**src/rtl/instr_decode_pkg.sv**
```systemverilog
// Shared opcode/function constants, field positions and classification helpers
// for the instruction-field decoder.
package instr_decode_pkg;

  localparam int OP_MSB  = 31;
  localparam int OP_LSB  = 26;
  localparam int RS_MSB  = 25;
  localparam int RS_LSB  = 21;
  localparam int RT_MSB  = 20;
  localparam int RT_LSB  = 16;
  localparam int RD_MSB  = 15;
  localparam int RD_LSB  = 11;
  localparam int SH_MSB  = 10;
  localparam int SH_LSB  = 6;
  localparam int FN_MSB  = 5;
  localparam int FN_LSB  = 0;
  localparam int IMM_MSB = 15;
  localparam int IMM_LSB = 0;
  localparam int JT_MSB  = 25;
  localparam int JT_LSB  = 0;

  localparam logic [5:0] OP_RTYPE  = 6'h00;
  localparam logic [5:0] OP_REGIMM = 6'h01;
  localparam logic [5:0] OP_J      = 6'h02;
  localparam logic [5:0] OP_JAL    = 6'h03;
  localparam logic [5:0] OP_BEQ    = 6'h04;
  localparam logic [5:0] OP_ADDI   = 6'h08;
  localparam logic [5:0] OP_ANDI   = 6'h0C;
  localparam logic [5:0] OP_XORI   = 6'h0E;
  localparam logic [5:0] OP_LUI    = 6'h0F;
  localparam logic [5:0] OP_LB     = 6'h20;
  localparam logic [5:0] OP_LHU    = 6'h25;
  localparam logic [5:0] OP_SB     = 6'h28;
  localparam logic [5:0] OP_SW     = 6'h2B;

  localparam logic [5:0] FN_SLL  = 6'h00;
  localparam logic [5:0] FN_SRL  = 6'h02;
  localparam logic [5:0] FN_SRA  = 6'h03;
  localparam logic [5:0] FN_SLLV = 6'h04;
  localparam logic [5:0] FN_SRLV = 6'h06;
  localparam logic [5:0] FN_SRAV = 6'h07;
  localparam logic [5:0] FN_JR   = 6'h08;
  localparam logic [5:0] FN_JALR = 6'h09;
  localparam logic [5:0] FN_ADD  = 6'h20;
  localparam logic [5:0] FN_NOR  = 6'h27;
  localparam logic [5:0] FN_SLT  = 6'h2A;
  localparam logic [5:0] FN_SLTU = 6'h2B;

  typedef enum logic [1:0] {FMT_R, FMT_I, FMT_J, FMT_ILL} fmt_e;

  typedef struct packed {
    logic [5:0]  opcode;
    logic [5:0]  func;
    logic [4:0]  rsa;
    logic [4:0]  rta;
    logic [4:0]  wta;
    logic [4:0]  shift;
    logic [31:0] imm;
    logic [25:0] jtarget;
    logic        illegal;
  } fields_t;

  function automatic fmt_e opcode_fmt(input logic [5:0] op);
    if (op == OP_RTYPE)
      return FMT_R;
    else if (op == OP_J || op == OP_JAL)
      return FMT_J;
    else if (op inside {OP_REGIMM, [OP_BEQ:OP_LUI], [OP_LB:OP_LHU], [OP_SB:OP_SW]})
      return FMT_I;
    else
      return FMT_ILL;
  endfunction

  function automatic logic func_legal(input logic [5:0] fn);
    return fn inside {FN_SLL, FN_SRL, FN_SRA, FN_SLLV, FN_SRLV, FN_SRAV,
                      FN_JR, FN_JALR, [FN_ADD:FN_NOR], FN_SLT, FN_SLTU};
  endfunction

  // ALU-immediate ops and loads write rt; stores, branches and unknowns write nothing.
  function automatic logic writes_rt(input logic [5:0] op);
    return op inside {[OP_ADDI:OP_LUI], [OP_LB:OP_LHU]};
  endfunction

  function automatic logic [31:0] imm_ext(input logic [5:0] op, input logic [15:0] imm16);
    if (op == OP_LUI)
      return {imm16, 16'h0000};
    else if (op inside {[OP_ANDI:OP_XORI]})
      return {16'h0000, imm16};
    else
      return {{16{imm16[15]}}, imm16};
  endfunction

endpackage

```
**src/rtl/instr_decode_if.sv**
```systemverilog
// Instruction-in / decoded-fields-out bundle between the fetch side and the decoder.
interface instr_decode_if;
  import instr_decode_pkg::*;

  logic        cnt;
  logic [31:0] inst;
  logic [5:0]  opcode;
  logic [5:0]  func;
  logic [4:0]  rsa;
  logic [4:0]  rta;
  logic [4:0]  wta;
  logic [4:0]  shift;
  logic [31:0] imm;
  logic [25:0] jtarget;
  logic        valid;
  logic        illegal;

  modport master (
    output cnt, inst,
    input  opcode, func, rsa, rta, wta, shift, imm, jtarget, valid, illegal
  );

  modport slave (
    input  cnt, inst,
    output opcode, func, rsa, rta, wta, shift, imm, jtarget, valid, illegal
  );
endinterface

```
**src/rtl/instr_field_decode.sv**
```systemverilog
// Combinational map from an instruction word to next decoded fields.
// INSTR_DECODE_ILLEGAL_CHECK_EN enables illegal detection and NOP squashing.
module instr_field_decode
  import instr_decode_pkg::*;
#(
  parameter int unsigned RA_REG = 31
) (
  input  logic [31:0] i_inst,
  output fields_t     o_fields
);

  localparam logic [4:0] RA_W = 5'(RA_REG);

  logic [5:0]  w_op;
  logic [5:0]  w_fn;
  logic [4:0]  w_rs;
  logic [4:0]  w_rt;
  logic [4:0]  w_rd;
  logic [4:0]  w_sh;
  logic [15:0] w_imm16;
  fmt_e        w_fmt;
  logic        w_squash;

  assign w_op    = i_inst[OP_MSB:OP_LSB];
  assign w_fn    = i_inst[FN_MSB:FN_LSB];
  assign w_rs    = i_inst[RS_MSB:RS_LSB];
  assign w_rt    = i_inst[RT_MSB:RT_LSB];
  assign w_rd    = i_inst[RD_MSB:RD_LSB];
  assign w_sh    = i_inst[SH_MSB:SH_LSB];
  assign w_imm16 = i_inst[IMM_MSB:IMM_LSB];
  assign w_fmt   = opcode_fmt(w_op);

`ifdef INSTR_DECODE_ILLEGAL_CHECK_EN
  assign w_squash = (w_fmt == FMT_ILL) || ((w_fmt == FMT_R) && !func_legal(w_fn));
`else
  assign w_squash = 1'b0;
`endif

  // Without squashing, unknown opcodes fall through to the I-type path.
  always_comb begin
    o_fields        = '0;
    o_fields.opcode = w_op;
    if (w_squash) begin
      o_fields.illegal = 1'b1;
    end else begin
      case (w_fmt)
        FMT_R: begin
          o_fields.rsa   = w_rs;
          o_fields.rta   = w_rt;
          o_fields.wta   = (w_fn == FN_JR) ? 5'd0 : w_rd;
          o_fields.shift = w_sh;
          o_fields.func  = w_fn;
        end
        FMT_J: begin
          o_fields.jtarget = i_inst[JT_MSB:JT_LSB];
          o_fields.wta     = (w_op == OP_JAL) ? RA_W : 5'd0;
        end
        default: begin
          o_fields.rsa = w_rs;
          o_fields.rta = w_rt;
          o_fields.wta = writes_rt(w_op) ? w_rt : 5'd0;
          o_fields.imm = imm_ext(w_op, w_imm16);
        end
      endcase
    end
  end

endmodule

```
**src/rtl/instr_decode.sv**
```systemverilog
// Registered instruction-field decoder: captures decoded fields when cnt=1.
// INSTR_DECODE_ILLEGAL_CHECK_EN enables illegal detection and NOP squashing.
module instr_decode
  import instr_decode_pkg::*;
#(
  parameter int unsigned RA_REG = 31
) (
  input  logic          clk,
  input  logic          rst_n,
  instr_decode_if.slave bus
);

  fields_t w_next;
  fields_t r_fields;
  logic    r_valid;

  instr_field_decode #(
    .RA_REG (RA_REG)
  ) u_field_decode (
    .i_inst   (bus.inst),
    .o_fields (w_next)
  );

  always_ff @(posedge clk or negedge rst_n) begin
    if (!rst_n) begin
      r_fields <= '0;
      r_valid  <= 1'b0;
    end else begin
      r_valid <= bus.cnt;
      if (bus.cnt)
        r_fields <= w_next;
    end
  end

  assign bus.opcode  = r_fields.opcode;
  assign bus.func    = r_fields.func;
  assign bus.rsa     = r_fields.rsa;
  assign bus.rta     = r_fields.rta;
  assign bus.wta     = r_fields.wta;
  assign bus.shift   = r_fields.shift;
  assign bus.imm     = r_fields.imm;
  assign bus.jtarget = r_fields.jtarget;
  assign bus.illegal = r_fields.illegal;
  assign bus.valid   = r_valid;

endmodule

```
**src/flat_wrapper.sv**
```systemverilog
// flat-port wrapper written by rule: the top's interface ports become plain ports
module instr_decode_flat import instr_decode_pkg::*;
#(
  parameter int unsigned RA_REG = 31
)
  (clk, rst_n, bus_cnt, bus_inst, bus_opcode, bus_func, bus_rsa, bus_rta, bus_wta, bus_shift, bus_imm, bus_jtarget, bus_valid, bus_illegal);
  instr_decode_if bus_i ();
  input  logic clk;
  input  logic rst_n;
  input wire logic [$bits(bus_i.cnt)-1:0] bus_cnt;
  input wire logic [$bits(bus_i.inst)-1:0] bus_inst;
  output wire logic [$bits(bus_i.opcode)-1:0] bus_opcode;
  output wire logic [$bits(bus_i.func)-1:0] bus_func;
  output wire logic [$bits(bus_i.rsa)-1:0] bus_rsa;
  output wire logic [$bits(bus_i.rta)-1:0] bus_rta;
  output wire logic [$bits(bus_i.wta)-1:0] bus_wta;
  output wire logic [$bits(bus_i.shift)-1:0] bus_shift;
  output wire logic [$bits(bus_i.imm)-1:0] bus_imm;
  output wire logic [$bits(bus_i.jtarget)-1:0] bus_jtarget;
  output wire logic [$bits(bus_i.valid)-1:0] bus_valid;
  output wire logic [$bits(bus_i.illegal)-1:0] bus_illegal;
  assign bus_i.cnt = bus_cnt;
  assign bus_i.inst = bus_inst;
  assign bus_opcode = bus_i.opcode;
  assign bus_func = bus_i.func;
  assign bus_rsa = bus_i.rsa;
  assign bus_rta = bus_i.rta;
  assign bus_wta = bus_i.wta;
  assign bus_shift = bus_i.shift;
  assign bus_imm = bus_i.imm;
  assign bus_jtarget = bus_i.jtarget;
  assign bus_valid = bus_i.valid;
  assign bus_illegal = bus_i.illegal;
  instr_decode #(.RA_REG(RA_REG)) u_core (.clk(clk), .rst_n(rst_n), .bus(bus_i));
endmodule
```
**config.mk**
```make
export PLATFORM = sky130hd
export DESIGN_NAME = instr_decode_flat
export DESIGN_NICKNAME = d
export VERILOG_FILES = /design/src/rtl/instr_decode_pkg.sv /design/src/rtl/instr_decode_if.sv /design/src/rtl/instr_field_decode.sv /design/src/rtl/instr_decode.sv /design/src/flat_wrapper.sv
export SDC_FILE = /design/constraint.sdc
export NUM_CORES = 1
export LEC_CHECK = 0
export CELL_PAD_IN_SITES_DETAIL_PLACEMENT = 0
export CELL_PAD_IN_SITES_GLOBAL_PLACEMENT = 1
export CORE_ASPECT_RATIO = 0.5
export CORE_MARGIN = 3
export CORE_UTILIZATION = 51
export CTS_BUF_LIST = sky130_fd_sc_hd__clkbuf_4 sky130_fd_sc_hd__clkbuf_8 sky130_fd_sc_hd__clkbuf_16
export DETAILED_ROUTE_END_ITERATION = 10
export DONT_BUFFER_PORTS = 1
export PLACE_DENSITY = 0.85
export REMOVE_ABC_BUFFERS = 1
export SLEW_MARGIN = 30
export SYNTH_ARGS = -nofsm -noshare
export SYNTH_HDL_FRONTEND = slang
export SYNTH_HIERARCHICAL = 1
export SYNTH_SLANG_ARGS = --single-unit
```
**constraint.sdc**
```tcl
create_clock -name clk -period 0.9 [get_ports clk]
set_input_delay 0 -clock clk [delete_from_list [all_inputs] [get_ports clk]]
set_output_delay 0 -clock clk [all_outputs]
set_load 0.02 [all_outputs]
```
; After elaboration in Yosys (flattened, before gate mapping)
; Index checks and enable logic that the tools add are counted.
[classes]
n_mux = 14
n_lt_le_gt_ge = 9
n_eq_ne = 6
reduce_logical = 11
[ops]
columns = operator, n
row1 = 32-bit 2-to-1 mux, 3
row2 = 26-bit 2-to-1 mux, 1
row3 = 5-bit 2-to-1 mux, 4
row4 = "6-bit by 2-bit equality test with 1-bit output, second input constant", 2
row5 = "6-bit by 4-bit equality test with 1-bit output, second input constant", 2
row6 = "6-bit by 4-bit greater-or-equal comparator with 1-bit output, second input constant", 2
row7 = "6-bit greater-or-equal comparator, second input constant", 2
row8 = "6-bit by 4-bit <= comparator with 1-bit output, second input constant", 2
row9 = "6-bit <= comparator, second input constant", 2
row10 = 10-bit 2-to-1 mux, 1
row11 = 5-bit case mux with 2 select lines, 1
row12 = "6-bit by 1-bit equality test with 1-bit output, second input constant", 1
row13 = "6-bit by 3-bit greater-or-equal comparator with 1-bit output, second input constant", 1
row14 = 6-bit logical NOT, 1
row15 = 2-bit 2-to-1 mux, 3
row16 = 6-bit 2-to-1 mux, 1
row17 = 1-bit logical AND, 5
row18 = 4-bit nonzero test, 1
row19 = "2-bit equality test, second input constant", 1
row20 = 2-bit logical NOT, 1
row21 = 2-bit nonzero test, 1
row22 = 2-bit OR reduction, 1
row23 = 1-bit logical OR, 1
[totals]
out_inout_bits = 92
register_bits = 91
wordCells = 49

; Logic depth before layout (Yosys ltp)
[depth]
depth_word = 9
depth_mapped = 7
depth_no_buf = 5

; By module
; The synthesis kept the hierarchy.
[by_module_without_submodules]
columns = mod, n_inst, area_each_um2, cells_per_inst, seq_area_each_um2
row1 = instr_decode, 1, 3856.2, 193, 2302.2
row2 = instr_field_decode, 1, 847.1, 142, 0.0

; Worst setup path after synthesis
; No wires, ideal clock.
[synth_path]
kind = input-to-reg
from = in bus_inst[1]
to = reg u_core.r_fields, in the netlist u_core/bus.wta[0]
path_buffers = 0
path_stages = 4
arrival_time_ps = 1328
required_time_ps = 775
setup_slack_ps = -553
cell_sequence = or4b_1 o31a_1 a221o_1 mux2_4
[synth_rtl]
columns = item, line
row1 = start: declaration, flat_wrapper.sv:11  ; input wire logic [$bits(bus_i.inst)-1:0] bus_inst;
row2 = end signal: assignment, instr_decode.sv:31  ; r_fields <= w_next;
row3 = end: declaration, instr_decode.sv:14  ; fields_t r_fields;

==> results.sh <==
export IMPL_result_of_the_run="finished, violations left"
export IMPL_failed_checks="negative hold slack, negative setup slack"
export IMPL_ctsHtreeMaxLevel=3
export IMPL_cp_data_arrival_time_ps=1450
export IMPL_clk_transition_reported_paths_ps=60
export IMPL_setup_viol_count_final=5
export IMPL_max_freq_mhz=815
export IMPL_detail_route_wirelength_um=11400
export IMPL_die_area_um2=10500
export IMPL_cpPeakStageDelay_ps=520
export IMPL_initialDrtViolationCount=175
export IMPL_grt_overflow_total=0
export IMPL_nets=466
export IMPL_synth_main_ff_cell="dfrtp_1"
export IMPL_drt_first_pass_iters=4
export IMPL_detailedPlacementHpwl_um=7520
export IMPL_filler_cell_count=581
export IMPL_synth_edff_count=0
export IMPL_internal_power_mw=7.79
export IMPL_groute_usage_overall=0.212
export IMPL_grt_pass1_wl_um=17100
export IMPL_synth_seq_area_share=0.489
export IMPL_start_kind="input pin"
export IMPL_setup_worst_path_class="in2reg"
export IMPL_detailroute_via_count=3037
export IMPL_finalCoreUtilization=0.685
export IMPL_grt_max_degree=93
export IMPL_num_io_pins=127
export IMPL_max_layer_used="met4"
export IMPL_synth_area_per_cell_um2=14.0
export IMPL_switching_share_of_power=0.239
export IMPL_vias_in_the_first_global_route=3117
export IMPL_path_buf_inv=0
export IMPL_synthToLayoutAreaGrowth_pct=28.5
export IMPL_synth_warning_count=6
export IMPL_drt_antenna_violating_nets=0
export IMPL_clock_tree_buffer_depth=2
export IMPL_crit_path_cell_trace="or4b_4 > o31a_1 > a221o_1 > mux2_4"
export IMPL_total_clock_buffers_created_by_cts=9
export IMPL_report_power_total_mw=10.2
export IMPL_setup_worst_path_end_class="register"
export IMPL_met2WireLength_um=5880
export IMPL_crit_path_max_fanout=5
export IMPL_initial_core_util=0.533
export IMPL_grt_antenna_before_repair=0
export IMPL_netlist_instances=335
export IMPL_clkPwrFrac=0.372
export IMPL_timing_critical_path_required_ps=1120
export IMPL_synthArstFlopShare=1.00
export IMPL_detailroute_wirelength_met3_um=661
export IMPL_detail_route_vias_per_cell=5.51
export IMPL_report_final_slew_viol_count=0
export IMPL_comb_power_share=0.174
export IMPL_clock_skew_ps=0
export IMPL_layout_drive_gt1_share=0.514
export IMPL_syn_area_um2=4700
export IMPL_worstHoldPathType="in2async"
export IMPL_leakage_nw=3.08
export IMPL_layout_commonest_cell="dfrtp_1"
export IMPL_pwr_density_cell_nw_per_um2=1690
export IMPL_timing_hold_violations_final=184
export IMPL_synth_cell_types=28
export IMPL_wl_per_cell_um=20.7
export IMPL_fin_crit_sh=1.36
export IMPL_worst_hold_slack_ps=-646
export IMPL_die_x_extent_um=142
export IMPL_ir_worst_vdd_mv=0.937
export IMPL_most_common_layout_cells="dfrtp_1 (92), mux2_4 (90), buf_6 (77)"
export IMPL_synth_seq_cells=92
export IMPL_rows=24
export IMPL_cts_hold_buffers_added=5
export IMPL_cpLargestDelayFamily="compound AO/OA/AOI/OAI gates"
export IMPL_cts_tree="yes"
export IMPL_wl_met1_um=4710
export IMPL_die_height_um=73.9
export IMPL_slowest_stage="or4b_4"
export IMPL_power_net_switching_mw=2.45
export IMPL_cts_root_buffer="clkbuf_16"
export IMPL_port_buffer_count=0
export IMPL_route_detailed_drc=0
export IMPL_insertedDiodeCount=0
export IMPL_routability_cong=0.791
export IMPL_area_of_the_placeable_core_um2=8830
export IMPL_maxCapViolCount=0
export IMPL_period_minus_slack_ps=1230
export IMPL_power_frac_seq=0.454
export IMPL_setup_repair_after_global_routing_missed_its_margin="true"
export IMPL_clock_sinks=92
export IMPL_worst_skew_pair_late_latency_ps=330
export IMPL_worst_slack_ps=-327
registers in the layout, summed over array words and instances, names as in the netlist:
register	cells
u_core/bus.wta	5
u_core/bus.func	6
u_core/bus.rta	5
u_core/bus.valid	1
u_core/bus.imm	32
u_core/bus.jtarget	26
u_core/bus.opcode	6
u_core/bus.rsa	5
u_core/bus.illegal	1
u_core/bus.shift	5
synth_stat cells, types with 3 or more instances:
cell / number / area share
clkbuf_1: 10 / 0.0080
and2_1: 28 / 0.037
buf_4: 7 / 0.011
nand3_1: 16 / 0.017
buf_2: 4 / 0.0043
nand2_1: 3 / 0.0024
mux2_4: 90 / 0.29
dfrtp_1: 92 / 0.49
a221o_1: 5 / 0.011
nor2b_1: 11 / 0.015
buf_12: 9 / 0.038
and3_1: 27 / 0.036
a21oi_1: 16 / 0.017
nor2_1: 3 / 0.0024
worst register-to-register path, delay by kind of cell (launching register included):
family / cells / cell delay (ps)
buf+inv: 1 / 140
flops: 1 / 400
mux: 1 / 260
per-stage QoR:
stage / cells / worst slack, ps / cell area (um2) / TNS (ps) / hold slack (ps)
floorplan: 304 / -1730 / 4400 / -83460 / -296
global placement: 528 / -654 / 5360 / -19940 / -294
detailed placement: 528 / -683 / 5360 / -24590 / -294
CTS: 547 / -321 / 5780 / -1510 / -656
global route: 551 / -347 / 6040 / -1970 / -662
finish: 551 / -327 / 6040 / -1580 / -646
final timing paths:
check | from | to | slack, ps | cells past startpoint
min in group clk | bus_cnt | u_core/bus.valid$_DFF_PN0_ | -290 | 0
worst min-delay path | rst_n | u_core/bus.rsa[0]$_DFFE_PN0P_ | -650 | 0
worst max register to register | u_core/bus.wta[3]$_DFFE_PN0P_ | u_core/bus.wta[3]$_DFFE_PN0P_ | -10 | 2
max in group asynchronous | rst_n | u_core/bus.jtarget[3]$_DFFE_PN0P_ | 1430 | 0
worst max-delay path | bus_inst[1] | u_core/bus.wta[2]$_DFFE_PN0P_ | -330 | 4
worst min register to register | u_core/bus.jtarget[18]$_DFFE_PN0P_ | u_core/bus.jtarget[18]$_DFFE_PN0P_ | 510 | 1
cells by family after synthesis:
| logic type | Yosys count | synth area share |
|---|---|---|
| simple gates | 93 | 0.119 |
| mux | 92 | 0.292 |
| flops | 92 | 0.489 |
| buf+inv | 32 | 0.0649 |
| compound gates | 25 | 0.0341 |
| other cells | 1 | 0.000797 |
power by group through the flow:
stage	logic [mW]	registers [mW]	clock network, mW
6_report	1.79	4.65	3.80
5_1_grt	1.86	4.68	4.04
4_1_cts	1.67	4.62	3.86
3_5_place_dp	1.59	4.67	0
3_3_place_gp	1.56	4.65	0
2_1_floorplan	0.633	5.00	0
routing by layer:
metal,up-vias,GRT usage
met4,0,0.0670
met5,-,0
met3,11,0.0507
met1,1568,0.273
met2,98,0.363
li1,1360,-
repair_timing:
action	CTS	global route
pin swaps	2	2
gates cloned	0	1
resized for setup	21	64
hold endpoints to repair	184	184
buffers inserted	0	3
endpoints found under the setup margin	39	107
layout make-up:
class                           instances  area, um2  share of cell area
Clock buffer                           12        260              0.0431
Tap cell                              117        146              0.0242
Timing Repair Buffer                  116       1170               0.194
Inverter                                1       3.75            0.000621
Clock inverter                          2       35.0             0.00580
Sequential cell                        92       2300               0.381
Multi-Input combinational cell        211       2130               0.352
(Power assumes the default switching activity.)
